## src/rtl/register_file_pkg.sv

```systemverilog
// Shared constants and types for the 16 x 16-bit register file.
//   DATA_W    : register width in bits
//   NUM_REGS  : number of architectural registers (R0 is hard-wired zero)
//   ADDR_W    : register index width
//   reg_idx_t : register index type
package register_file_pkg;
  localparam int DATA_W   = 16;
  localparam int NUM_REGS = 16;
  localparam int ADDR_W   = 4;

  typedef logic [ADDR_W-1:0] reg_idx_t;
  typedef logic [DATA_W-1:0] reg_data_t;
endpackage

```

## src/rtl/register_file_if.sv

```systemverilog
// Decode/execute-side bus of the register file.
//   SrcReg1/SrcReg2   : read-port indices
//   DstReg/WriteReg   : write index and write enable
//   DstData           : write data
//   SrcData1/SrcData2 : combinational read data
// master = decode stage driving the file, slave = the register file itself.
interface register_file_if;
  import register_file_pkg::*;

  reg_idx_t  SrcReg1;
  reg_idx_t  SrcReg2;
  reg_idx_t  DstReg;
  logic      WriteReg;
  reg_data_t DstData;
  reg_data_t SrcData1;
  reg_data_t SrcData2;

  modport master (
    output SrcReg1, SrcReg2, DstReg, WriteReg, DstData,
    input  SrcData1, SrcData2
  );

  modport slave (
    input  SrcReg1, SrcReg2, DstReg, WriteReg, DstData,
    output SrcData1, SrcData2
  );
endinterface

```

## src/rtl/register16.sv

```systemverilog
// Single 16-bit storage register with synchronous clear and write enable.
//   clk : rising-edge clock
//   rst : synchronous active-high clear (wins over we)
//   we  : load d on the next rising edge
//   d   : write data
//   q   : stored value
module register16
  import register_file_pkg::*;
(
  input  logic      clk,
  input  logic      rst,
  input  logic      we,
  input  reg_data_t d,
  output reg_data_t q
);

  reg_data_t data_d;
  reg_data_t data_q;

  always_comb begin
    data_d = data_q;
    if (we) begin
      data_d = d;
    end
  end

  always_ff @(posedge clk) begin
    if (rst) begin
      data_q <= '0;
    end else begin
      data_q <= data_d;
    end
  end

  assign q = data_q;

endmodule

```

## src/rtl/register_file.sv

```systemverilog
// Sixteen-entry, 16-bit register file: two combinational read ports, one
// synchronous write port, R0 hard-wired to zero, write-to-read bypass.
//   clk : rising-edge clock
//   rst : synchronous active-high reset, clears R1..R15
//   rf  : register_file_if.slave bus (indices, write enable/data, read data)
module register_file
  import register_file_pkg::*;
(
  input  logic            clk,
  input  logic            rst,
  register_file_if.slave  rf
);

  reg_data_t            reg_q [NUM_REGS];
  logic [NUM_REGS-1:1]  we_vec;
  logic                 wr_live;

  // R0 has no storage; the write decoder never enables it.
  assign reg_q[0] = '0;

  // A write is only "live" for bypass purposes when it will actually commit.
  assign wr_live = rf.WriteReg && !rst && (rf.DstReg != '0);

  for (genvar i = 1; i < NUM_REGS; i++) begin : g_regs
    assign we_vec[i] = rf.WriteReg && (rf.DstReg == reg_idx_t'(i));

    register16 u_reg (
      .clk (clk),
      .rst (rst),
      .we  (we_vec[i]),
      .d   (rf.DstData),
      .q   (reg_q[i])
    );
  end

  // Bypass presents the in-flight write before the edge so the output does
  // not change when the stored value takes over after the edge.
  always_comb begin
    rf.SrcData1 = reg_q[rf.SrcReg1];
    if (wr_live && (rf.DstReg == rf.SrcReg1)) begin
      rf.SrcData1 = rf.DstData;
    end
  end

  always_comb begin
    rf.SrcData2 = reg_q[rf.SrcReg2];
    if (wr_live && (rf.DstReg == rf.SrcReg2)) begin
      rf.SrcData2 = rf.DstData;
    end
  end

endmodule

```

## src/flat_wrapper.sv

```systemverilog
// flat-port wrapper written by rule: the top's interface ports become plain ports
module register_file_flat import register_file_pkg::*;
  (clk, rst, rf_SrcReg1, rf_SrcReg2, rf_DstReg, rf_WriteReg, rf_DstData, rf_SrcData1, rf_SrcData2);
  register_file_if rf_i ();
  input  logic clk;
  input  logic rst;
  input wire logic [$bits(rf_i.SrcReg1)-1:0] rf_SrcReg1;
  input wire logic [$bits(rf_i.SrcReg2)-1:0] rf_SrcReg2;
  input wire logic [$bits(rf_i.DstReg)-1:0] rf_DstReg;
  input wire logic [$bits(rf_i.WriteReg)-1:0] rf_WriteReg;
  input wire logic [$bits(rf_i.DstData)-1:0] rf_DstData;
  output wire logic [$bits(rf_i.SrcData1)-1:0] rf_SrcData1;
  output wire logic [$bits(rf_i.SrcData2)-1:0] rf_SrcData2;
  assign rf_i.SrcReg1 = rf_SrcReg1;
  assign rf_i.SrcReg2 = rf_SrcReg2;
  assign rf_i.DstReg = rf_DstReg;
  assign rf_i.WriteReg = rf_WriteReg;
  assign rf_i.DstData = rf_DstData;
  assign rf_SrcData1 = rf_i.SrcData1;
  assign rf_SrcData2 = rf_i.SrcData2;
  register_file u_core (.clk(clk), .rst(rst), .rf(rf_i));
endmodule
```

## config.mk

```make
export PLATFORM = sky130hd
export DESIGN_NAME = register_file_flat
export DESIGN_NICKNAME = d
export VERILOG_FILES = /design/src/rtl/register_file_pkg.sv /design/src/rtl/register_file_if.sv /design/src/rtl/register16.sv /design/src/rtl/register_file.sv /design/src/flat_wrapper.sv
export SDC_FILE = /design/constraint.sdc
export NUM_CORES = 1
export LEC_CHECK = 0
export BUFFER_PORTS_ARGS = -buffer_cell sky130_fd_sc_hd__buf_2
export CAP_MARGIN = 0
export CELL_PAD_IN_SITES_DETAIL_PLACEMENT = 1
export CELL_PAD_IN_SITES_GLOBAL_PLACEMENT = 2
export CORE_ASPECT_RATIO = 1.5
export CORE_MARGIN = 3
export CORE_UTILIZATION = 42
export CTS_CLUSTER_DIAMETER = 200
export DETAILED_ROUTE_END_ITERATION = 6
export GPL_ROUTABILITY_DRIVEN = 0
export MAX_ROUTING_LAYER = met4
export PLACE_DENSITY_LB_ADDON = 0.1
export SLEW_MARGIN = 15
export SYNTH_ARGS = -nofsm -noshare
export SYNTH_HDL_FRONTEND = slang
export SYNTH_SLANG_ARGS = --single-unit
```

## constraint.sdc

```tcl
create_clock -name clk -period 5 [get_ports clk]
set_input_delay 0.5 -clock clk [delete_from_list [all_inputs] [get_ports clk]]
set_output_delay 0.5 -clock clk [all_outputs]
set_load 0.01 [all_outputs]
```

# Yosys cells after proc, flatten, opt, wreduce, memory -nomap -nowiden

Cells that the tools add are included.

Output and inout port bits: 32
Register bits after elaboration: 240

Order comparisons: 2
Mux-type cells: 8
Reduce and logical (&&, ||, !) cells: 21
Equal/unequal tests: 17
Bitwise logic cells: 2

Operator list:

| cell                                                 | number |
|---|---|
| binary-select mux 16 bit (select 4 bit)              | 2 |
| 2-to-1 mux 16 bit                                    | 6 |
| equality test 4 bit (second input constant)          | 8 |
| logical AND 1 bit                                    | 19 |
| equality test 4 x 3 -> 1 bit (second input constant) | 4 |
| >= comparator 5 bit (second input constant)          | 2 |
| NOT 4 -> 5 bit                                       | 2 |
| equality test 4 x 2 -> 1 bit (second input constant) | 2 |
| equality test 4 bit                                  | 2 |
| equality test 4 x 1 -> 1 bit (second input constant) | 1 |
| nonzero test 4 bit                                   | 1 |
| logical NOT 1 bit                                    | 1 |

# Depth between registers and ports, before layout

Gate-level depths: netlist of run 1.

Word-level depth: 5
Depth in mapped cells: 7

# Cells and area by module

Synthesis of run 1 repeated with hierarchy kept, for this count alone.

Cells, all modules: 1201
Area total of the unflattened synthesis: 13260.2 um^2

By module, submodules not included:

| module        | area each (um^2) | cells an instance | times used |
|---|---|---|---|
| register16    | 580.6            | 52                | 15 |
| register_file | 4551.9           | 421               | 1 |

# Worst setup path before layout of run 1

OpenSTA, ideal clock, no wires.

Kind: input to output
From: input rf_SrcReg2[2]
To: output rf_SrcData2[4]
Path buffers: 2
Arrival: 1.909 ns
Stages on the path: 6
Slack: 2.591 ns
Cells stage by stage: buf_2 clkbuf_1 mux4_2 a22oi_1 o31ai_1 mux2_2

Cells in the longest elaborated chain, start to end: 5
Elaborated cells between the ends (all ways): 7
Classes of those cells: eq/ne (1); mux (4); bitwise (1); reduce/logical (1)

RTL lines:

| item                                                  | RTL line            | source |
|---|---|---|
| start: declaration                                    | flat_wrapper.sv:8   | `input wire logic [$bits(rf_i.SrcReg2)-1:0] rf_SrcReg2;` |
| NOT 4 -> 5 bit (implied by the code)                  | register_file.sv:46 | `rf.SrcData2 = reg_q[rf.SrcReg2];` |
| binary-select mux 16 bit (select 4 bit)               | register_file.sv:46 |  |
| 2-to-1 mux 16 bit (implied by the code) (2 in series) | register_file.sv:46 |  |
| 2-to-1 mux 16 bit *                                   | register_file.sv:47 | `if (wr_live && (rf.DstReg == rf.SrcReg2)) begin` |
| end: declaration                                      | flat_wrapper.sv:13  | `output wire logic [$bits(rf_i.SrcData2)-1:0] rf_SrcData2;` |

Every way passes the cells marked *; elsewhere a longest branch is shown, timed or not. The select of a mux whose other input is x is not followed.

# Worst setup path in the final report of run 1

From: input rf_SrcReg1[2]
To: output rf_SrcData1[3]

Cells in the longest elaborated chain, start to end: 5
Elaborated cells between the ends (all ways): 7
Classes of those cells: eq/ne (1); mux (4); bitwise (1); reduce/logical (1)

RTL lines:

| item                                                  | RTL line            | source |
|---|---|---|
| start: declaration                                    | flat_wrapper.sv:7   | `input wire logic [$bits(rf_i.SrcReg1)-1:0] rf_SrcReg1;` |
| NOT 4 -> 5 bit (implied by the code)                  | register_file.sv:39 | `rf.SrcData1 = reg_q[rf.SrcReg1];` |
| binary-select mux 16 bit (select 4 bit)               | register_file.sv:39 |  |
| 2-to-1 mux 16 bit (implied by the code) (2 in series) | register_file.sv:39 |  |
| 2-to-1 mux 16 bit *                                   | register_file.sv:40 | `if (wr_live && (rf.DstReg == rf.SrcReg1)) begin` |
| end: declaration                                      | flat_wrapper.sv:12  | `output wire logic [$bits(rf_i.SrcData1)-1:0] rf_SrcData1;` |

Marks and branches as above.

==> results of run 1 <==
logic make-up (layout without fill, tap and decap cells):
| kind of cell | after synthesis | count (layout) | share of synthesized area [%] |
|---|---|---|---|
| AOI/OAI and AO/OA | 336 | 336 | 15.25 |
| xor gates and xnor gates | 8 | 8 | 0.6022 |
| buffers and inverters | 147 | 122 | 5.439 |
| DFF | 240 | 240 | 37.29 |
| muxes | 160 | 160 | 23.10 |
| other | 0 | 1 | 0 |
| and+or+nand+nor | 570 | 570 | 18.32 |
synthesized netlist by cell type:
| library cell | n | area (um2) |
|---|---|---|
| xor2_2 | 1 | 16.27 |
| or3_1 | 2 | 12.51 |
| nor4_4 | 1 | 21.27 |
| clkbuf_1 | 91 | 341.6 |
| nand2_4 | 1 | 11.26 |
| buf_4 | 3 | 22.52 |
| nand2_1 | 492 | 1847 |
| buf_2 | 43 | 215.2 |
| nor2b_1 | 37 | 231.5 |
| mux4_1 | 7 | 183.9 |
| buf_6 | 9 | 101.4 |
| a22oi_1 | 32 | 240.2 |
| nor4_2 | 1 | 12.51 |
| mux2_4 | 18 | 270.3 |
| nor3b_2 | 1 | 12.51 |
| or3b_1 | 1 | 8.760 |
| nand3_1 | 5 | 25.02 |
| nor3b_1 | 1 | 7.510 |
| and2b_1 | 1 | 7.510 |
| dfxtp_1 | 240 | 4805 |
| nor2_2 | 3 | 18.77 |
| and2_1 | 2 | 12.51 |
| and3b_1 | 2 | 17.52 |
| a221oi_1 | 32 | 280.3 |
| buf_12 | 1 | 20.02 |
| mux2_2 | 46 | 518.0 |
| nand2_2 | 1 | 6.260 |
| nor2_1 | 10 | 37.54 |
| mux4_2 | 89 | 2004 |
| xor2_1 | 7 | 61.31 |
| o31ai_1 | 30 | 225.2 |
| nand3b_1 | 2 | 15.01 |
| a2bb2oi_1 | 2 | 17.52 |
| a21oi_1 | 240 | 1201 |
| nor3_2 | 3 | 30.03 |
| nor4_1 | 1 | 6.260 |
| nand2b_1 | 2 | 12.51 |
| and3_1 | 1 | 6.260 |
worst max-delay path by stage:
stage                              from             end  slack, ns
after floorplan           rf_SrcReg2[2]  rf_SrcData2[4]       2.59
after global placement    rf_SrcReg2[0]  rf_SrcData2[1]       1.51
after detailed placement  rf_SrcReg1[2]  rf_SrcData1[3]       1.46
after CTS                 rf_SrcReg1[2]  rf_SrcData1[3]       1.47
after global routing      rf_SrcReg2[0]  rf_SrcData2[1]       1.33
final                     rf_SrcReg1[2]  rf_SrcData1[3]       1.45
report_power, final:
| group | leakage [nW] | internal [mW] | switching, mW |
|---|---|---|---|
| Combinational | 2.37 | 0.142 | 0.289 |
| Clock | 0.402 | 1.05 | 0.815 |
| Sequential | 1.94 | 1.94 | 0.0187 |
metal layers:
metal  wire, um  up-vias  GRT usage (%)
li1           -     5063              -
met1      19070     5704          34.73
met2      24700      348          52.71
met3       2042      105          2.827
met4       1993        0          11.88
met5          0        -              -
placed cells by master, fill, tap and decap left out, types with 2 or more instances in the layout:
| cell type | synthesis | final |
|---|---|---|
| nor2b_2 | 0 | 2 |
| clkbuf_8 | 0 | 5 |
| o31ai_1 | 30 | 30 |
| nor2_2 | 3 | 7 |
| a2bb2oi_1 | 2 | 2 |
| mux4_2 | 89 | 89 |
| a21oi_1 | 240 | 240 |
| nand3_1 | 5 | 5 |
| buf_4 | 3 | 16 |
| or3_1 | 2 | 2 |
| nand3b_1 | 2 | 2 |
| buf_2 | 43 | 59 |
| a22oi_1 | 32 | 32 |
| clkbuf_16 | 0 | 27 |
| mux2_4 | 18 | 18 |
| xor2_1 | 7 | 7 |
| clkbuf_1 | 91 | 5 |
| nor2_1 | 10 | 6 |
| and2_1 | 2 | 2 |
| buf_12 | 1 | 2 |
| mux2_2 | 46 | 46 |
| nand2b_1 | 2 | 2 |
| mux4_1 | 7 | 7 |
| clkinv_2 | 0 | 7 |
| nor3_4 | 0 | 3 |
| nand2_1 | 492 | 492 |
| nor2b_1 | 37 | 35 |
| dfxtp_1 | 240 | 240 |
| a221oi_1 | 32 | 32 |
| and3b_1 | 2 | 2 |
layout make-up:
cell class | count | area [um2]
Tap cell | 395 | 494.2
Timing Repair Buffer | 78 | 466.7
Fill cell | 3498 | 15890
Sequential cell | 240 | 4805
Multi-Input combinational cell | 1074 | 7412
Clock buffer | 37 | 763.2
Clock inverter | 7 | 35.03
Antenna cell | 1 | 2.502
worst max-delay path, stage by stage:
cell and delay, ns:
buf_2 0.75, buf_4 0.45, xor2_1 0.16, nor4_4 0.32
nand2_4 0.27, mux2_2 0.39, buf_2 0.14
==> metrics, run 1 <==
r2r endpoint u_core.g_regs[12].u_reg.q[10]; Final Hold Fails 0; max_cap viols 0; Largest register FFs 240; Core ar. 0.02987 mm2; final core occ 46.80%; FMAX 0.2813 GHz; Worst Min Path Start rf_DstData[4]; post-route cell area 0.01398 mm2; Clock transition at path regs 0.06 ns; final worst slack 1.445 ns; Syn. warnings 0; Inst Count DP 1787; I/O pins 63; Post-CTS Setup Inserts 0; CP arrival 3.05 ns; hold_ws 0.3885 ns; via count 11220; TritonRoute pass-1 iters 5; vias per inst 6.124; Leak 4.706 nW; Clock Sinks 240; Overall Global Routing Usage 29.76%; sequential cell area fraction in the yosys report 37.29%; post-synthesis net count 1492; largest net degree at the start of global routing 102; row cnt 77; Clock Tree Root clkbuf_16; gate count of the mapped netlist 1461; Post-DRT Antenna Nets 0; Routed WL per cell 26.09 um; worst hold path type in2reg; Post-DP Area 0.01318 mm2; kind of critical path in2out; cts-stage hold buffer count 0; dpl ws 1.464 ns; minimum clock period 3.555 ns; crit start category input pin; Clock Path Buffers 3; Num CTS Buffers 26; setup TNS 0 ns; Overflow after GRT 0; Die ar. 0.03286 mm2; area grow syn2layout 8.498%; first-pass GRT wire length 72170 um; final WL 47810 um; DR iter-0 viols 725; Tcrit/Tclk final 71.10%; Hold EP u_core.g_regs[9].u_reg.q[4]; number of H-tree levels 1; HPWL Detailed 29710 um; highest ir drop seen on vdd 0.2422 mV; Remaining DRCs 0; vias in the first global route 11614; slack of the worst reg-to-reg path 4.28 ns; Initial Util 43.14%; cell area after synthesis 0.01288 mm2; Port Buf Inserts 62; Finished Layout Cells 1832; crit path capture type output port; Tot Pwr 4.254 mW; CTS tree yes; Worst-Margin Slew 1.117 ns; relative slew slack 25.52%; synthesized flop and latch total 240; Clock Latency Late Sink 0.54 ns; Die W 149.0 um; mean post-synth cell area 8.818 um2; Worst Path Required 4.50 ns; outcome finished, final reports clean; Max Slew Vio Count 0; PwrDens 304.3 mW/mm2; Die Ht 220.5 um; count of cell types in the netlist 38; initial antenna violation count 1; crit path max fanout 39; share of post-route cells with drive strength above 1 20.06%; Final nets 1451; Resize count post-CTS 0; Register-to-Register Path Depth 2; hold-critical path depth 3; clk_skew 0 ns; # setup viols final 0; reg2reg start u_core.g_regs[12].u_reg.q[10]; RSZ-0062 raised after global routing false
Note: power is estimated with default switching activity, not from simulation.
==> run 2: changes to the inputs <==
CORE_UTILIZATION = 35   (was 42)
clock period = 3 ns   (was 5 ns; I/O delays follow)
==> metrics, run 2 (synthesized netlist as in run 1, its figures left out) <==
crit start category flop; Clock Path Buffers 3 (unchanged); metal3 WL 1894 um (-7.2%); worst hold path type in2reg; Largest register FFs 240 (unchanged); Clock Sinks 240 (unchanged); Clock Tree Root clkbuf_16; crit path capture type output port; Worst Path Required 2.70 ns (-1.80 ns); RSZ-0062 raised after global routing false; Port Buf Inserts 62 (unchanged); highest ir drop seen on vdd 0.3414 mV (+41%); outcome finished, final reports clean; setup TNS 0 ns (unchanged); Core ar. 0.03616 mm2 (+21%); HPWL Detailed 32970 um (+11%); kind of critical path reg2out; largest net degree at the start of global routing 154 (+51%); clk_skew 0 ns (unchanged); Crit-path slowest cell mux4_2; Tcrit/Tclk final 91.33%; vias in the first global route 11652 (+0.33%); FMAX 0.3650 GHz; sw frac 26.09% (-0.31 points); area grow syn2layout 12.33%; Post-DRT Antenna Nets 0 (unchanged); Register-to-Register Path Depth 2 (unchanged); commonest non-fill, non-tap cell in the layout nand2_1; Max Slew Vio Count 0 (unchanged); via count 11283 (+0.56%); Final nets 1490 (+2.7%); initial antenna violation count 1 (unchanged); Die ar. 0.03920 mm2 (+19%); area of the multi-input gates 0.007378 mm2 (-0.46%); most frequent cells in the layout nand2_1, a21oi_1, dfxtp_1, mux4_2, buf_2; crit path max fanout 3 (-92%); I/O pins 63 (unchanged); sw power 1.927 mW (+72%); DRT met1 WL 20790 um (+9.0%); Die W 162.7 um (+9.2%); CP arrival 2.44 ns (-0.61 ns); Num CTS Buffers 27 (+3.8%); routed wl met2 26330 um (+6.6%); hold-critical path depth 3 (unchanged); Post-CTS Setup Inserts 0 (unchanged); Worst-Margin Slew 1.009 ns (-0.1086 ns); final worst slack 0.2602 ns (-1.185 ns); Sequential Area 0.004805 mm2 (unchanged); Sequential Power Share 44.1% (-1.9 points); minimum clock period 2.740 ns; DR top layer met4; Internal 5.461 mW (+74%); Overall Global Routing Usage 26.59% (-3.2 points); dpl ws 0.3223 ns (-1.142 ns); Leak 4.932 nW (+4.8%); Initial Util 35.63% (-7.5 points); Clock Latency Late Sink 0.56 ns (+0.02 ns); # setup viols final 0 (unchanged); # fillers 4221 (+21%); CTS tree yes; PwrDens 510.5 mW/mm2 (+68%); row cnt 85 (+10%); max_cap viols 0 (unchanged); first-pass GRT wire length 75680 um (+4.9%); crit-path max cell delay 0.48 ns (-0.27 ns); DR iter-0 viols 638 (-12%); Routed WL per cell 26.09 um (about the same); Die Ht 241.0 um (+9.3%); Remaining DRCs 0 (unchanged); TritonRoute pass-1 iters 5 (unchanged); final WL 51040 um (+6.8%); share of post-route cells with drive strength above 1 21.60% (+1.5 points); combinational power share 10.3% (+0.2 points); clock power share 45.6% (+1.7 points); Critical Path, Cell by Cell mux4_2 -> a22oi_1 -> o31ai_1 -> mux2_2 -> buf_2; Clock transition at path regs 0.06 ns (about the same); Final Hold Fails 0 (unchanged); relative slew slack 32.75% (+7.2 points); vias per inst 5.768 (-5.8%); Overflow after GRT 0 (unchanged); number of H-tree levels 1 (unchanged); Resize count post-CTS 0 (unchanged)
run 2: cell types whose count changed in the layout (fill, tap and decap cells not counted):
cell,change
bufinv_16,+2
nor2b_2,-2
nor3_4,-3
nor2_1,+4
nor3_2,+3
clkbuf_1,+3
inv_6,+1
nor2b_1,+2
clkbuf_8,+1
buf_12,+5
clkinv_2,-4
buf_4,+32
dlygate4sd3_1,+1
nor2_2,-4
run 2: worst paths after layout:
path                                      from                            end  slack, ns
setup / recovery  u_core.g_regs[15].u_reg.q[0]                 rf_SrcData2[0]       0.26
setup reg to reg  u_core.g_regs[2].u_reg.q[14]   u_core.g_regs[2].u_reg.q[14]       2.28
hold / removal                  rf_DstData[15]  u_core.g_regs[13].u_reg.q[15]       0.18
hold reg to reg    u_core.g_regs[9].u_reg.q[6]    u_core.g_regs[9].u_reg.q[6]       0.47
run 2: worst max-delay path: cells and delay by family (launching register included):
kind	cells	cell delay [ns]
AO/OA/AOI/OAI	2	0.65
multiplexers	2	0.77
flip-flops	1	0.33
buffers and inverters	1	0.14
run 2: power by group through the flow:
stage	combinational [mW]	sequential, mW	clock (mW)
3_3_place_gp	0.760	3.33	0
3_5_place_dp	0.765	3.33	0
2_1_floorplan	0.503	3.32	0
5_1_grt	0.810	3.26	3.58
4_1_cts	0.767	3.26	3.46
6_report	0.760	3.26	3.37
run 2: cell type report:
class                   count  area share (%)
multi-input cells        1074           50.98
flip-flops and latches    240           33.20
repair buffers            116           5.645
clock buffers              41           5.447
well taps                 478           4.132
clock inverters             6          0.5792
diodes                      1         0.01729
run 2: metal layers:
| layer | up-vias | track usage, % |
|---|---|---|
| met5 | - | - |
| met3 | 87 | 2.558 |
| met2 | 283 | 47.00 |
| li1 | 5131 | - |
| met1 | 5782 | 31.23 |
| met4 | 0 | 10.26 |
run 2: repair_timing:
item,4_1_cts,5_1_grt
hold endpoints to repair,1,0
hold buffers,1,0
endpoints found under the setup margin,0,0
run 2: per-stage QoR:
step | total power, mW | cell area (um2) | hold slack (ns) | util [%] | instances
after global routing | 7.653 | 14470 | 0.1820 | 40.02 | 1956
after detailed placement | 4.095 | 13590 | 0.4611 | 37.58 | 1907
after CTS | 7.488 | 14470 | 0.1665 | 40.02 | 1955
after floorplan | 3.820 | 12880 | 0.4415 | - | 1461
final | 7.388 | 14470 | 0.1751 | 40.02 | 1956
after global placement | 4.089 | 13590 | 0.4485 | 37.58 | 1907
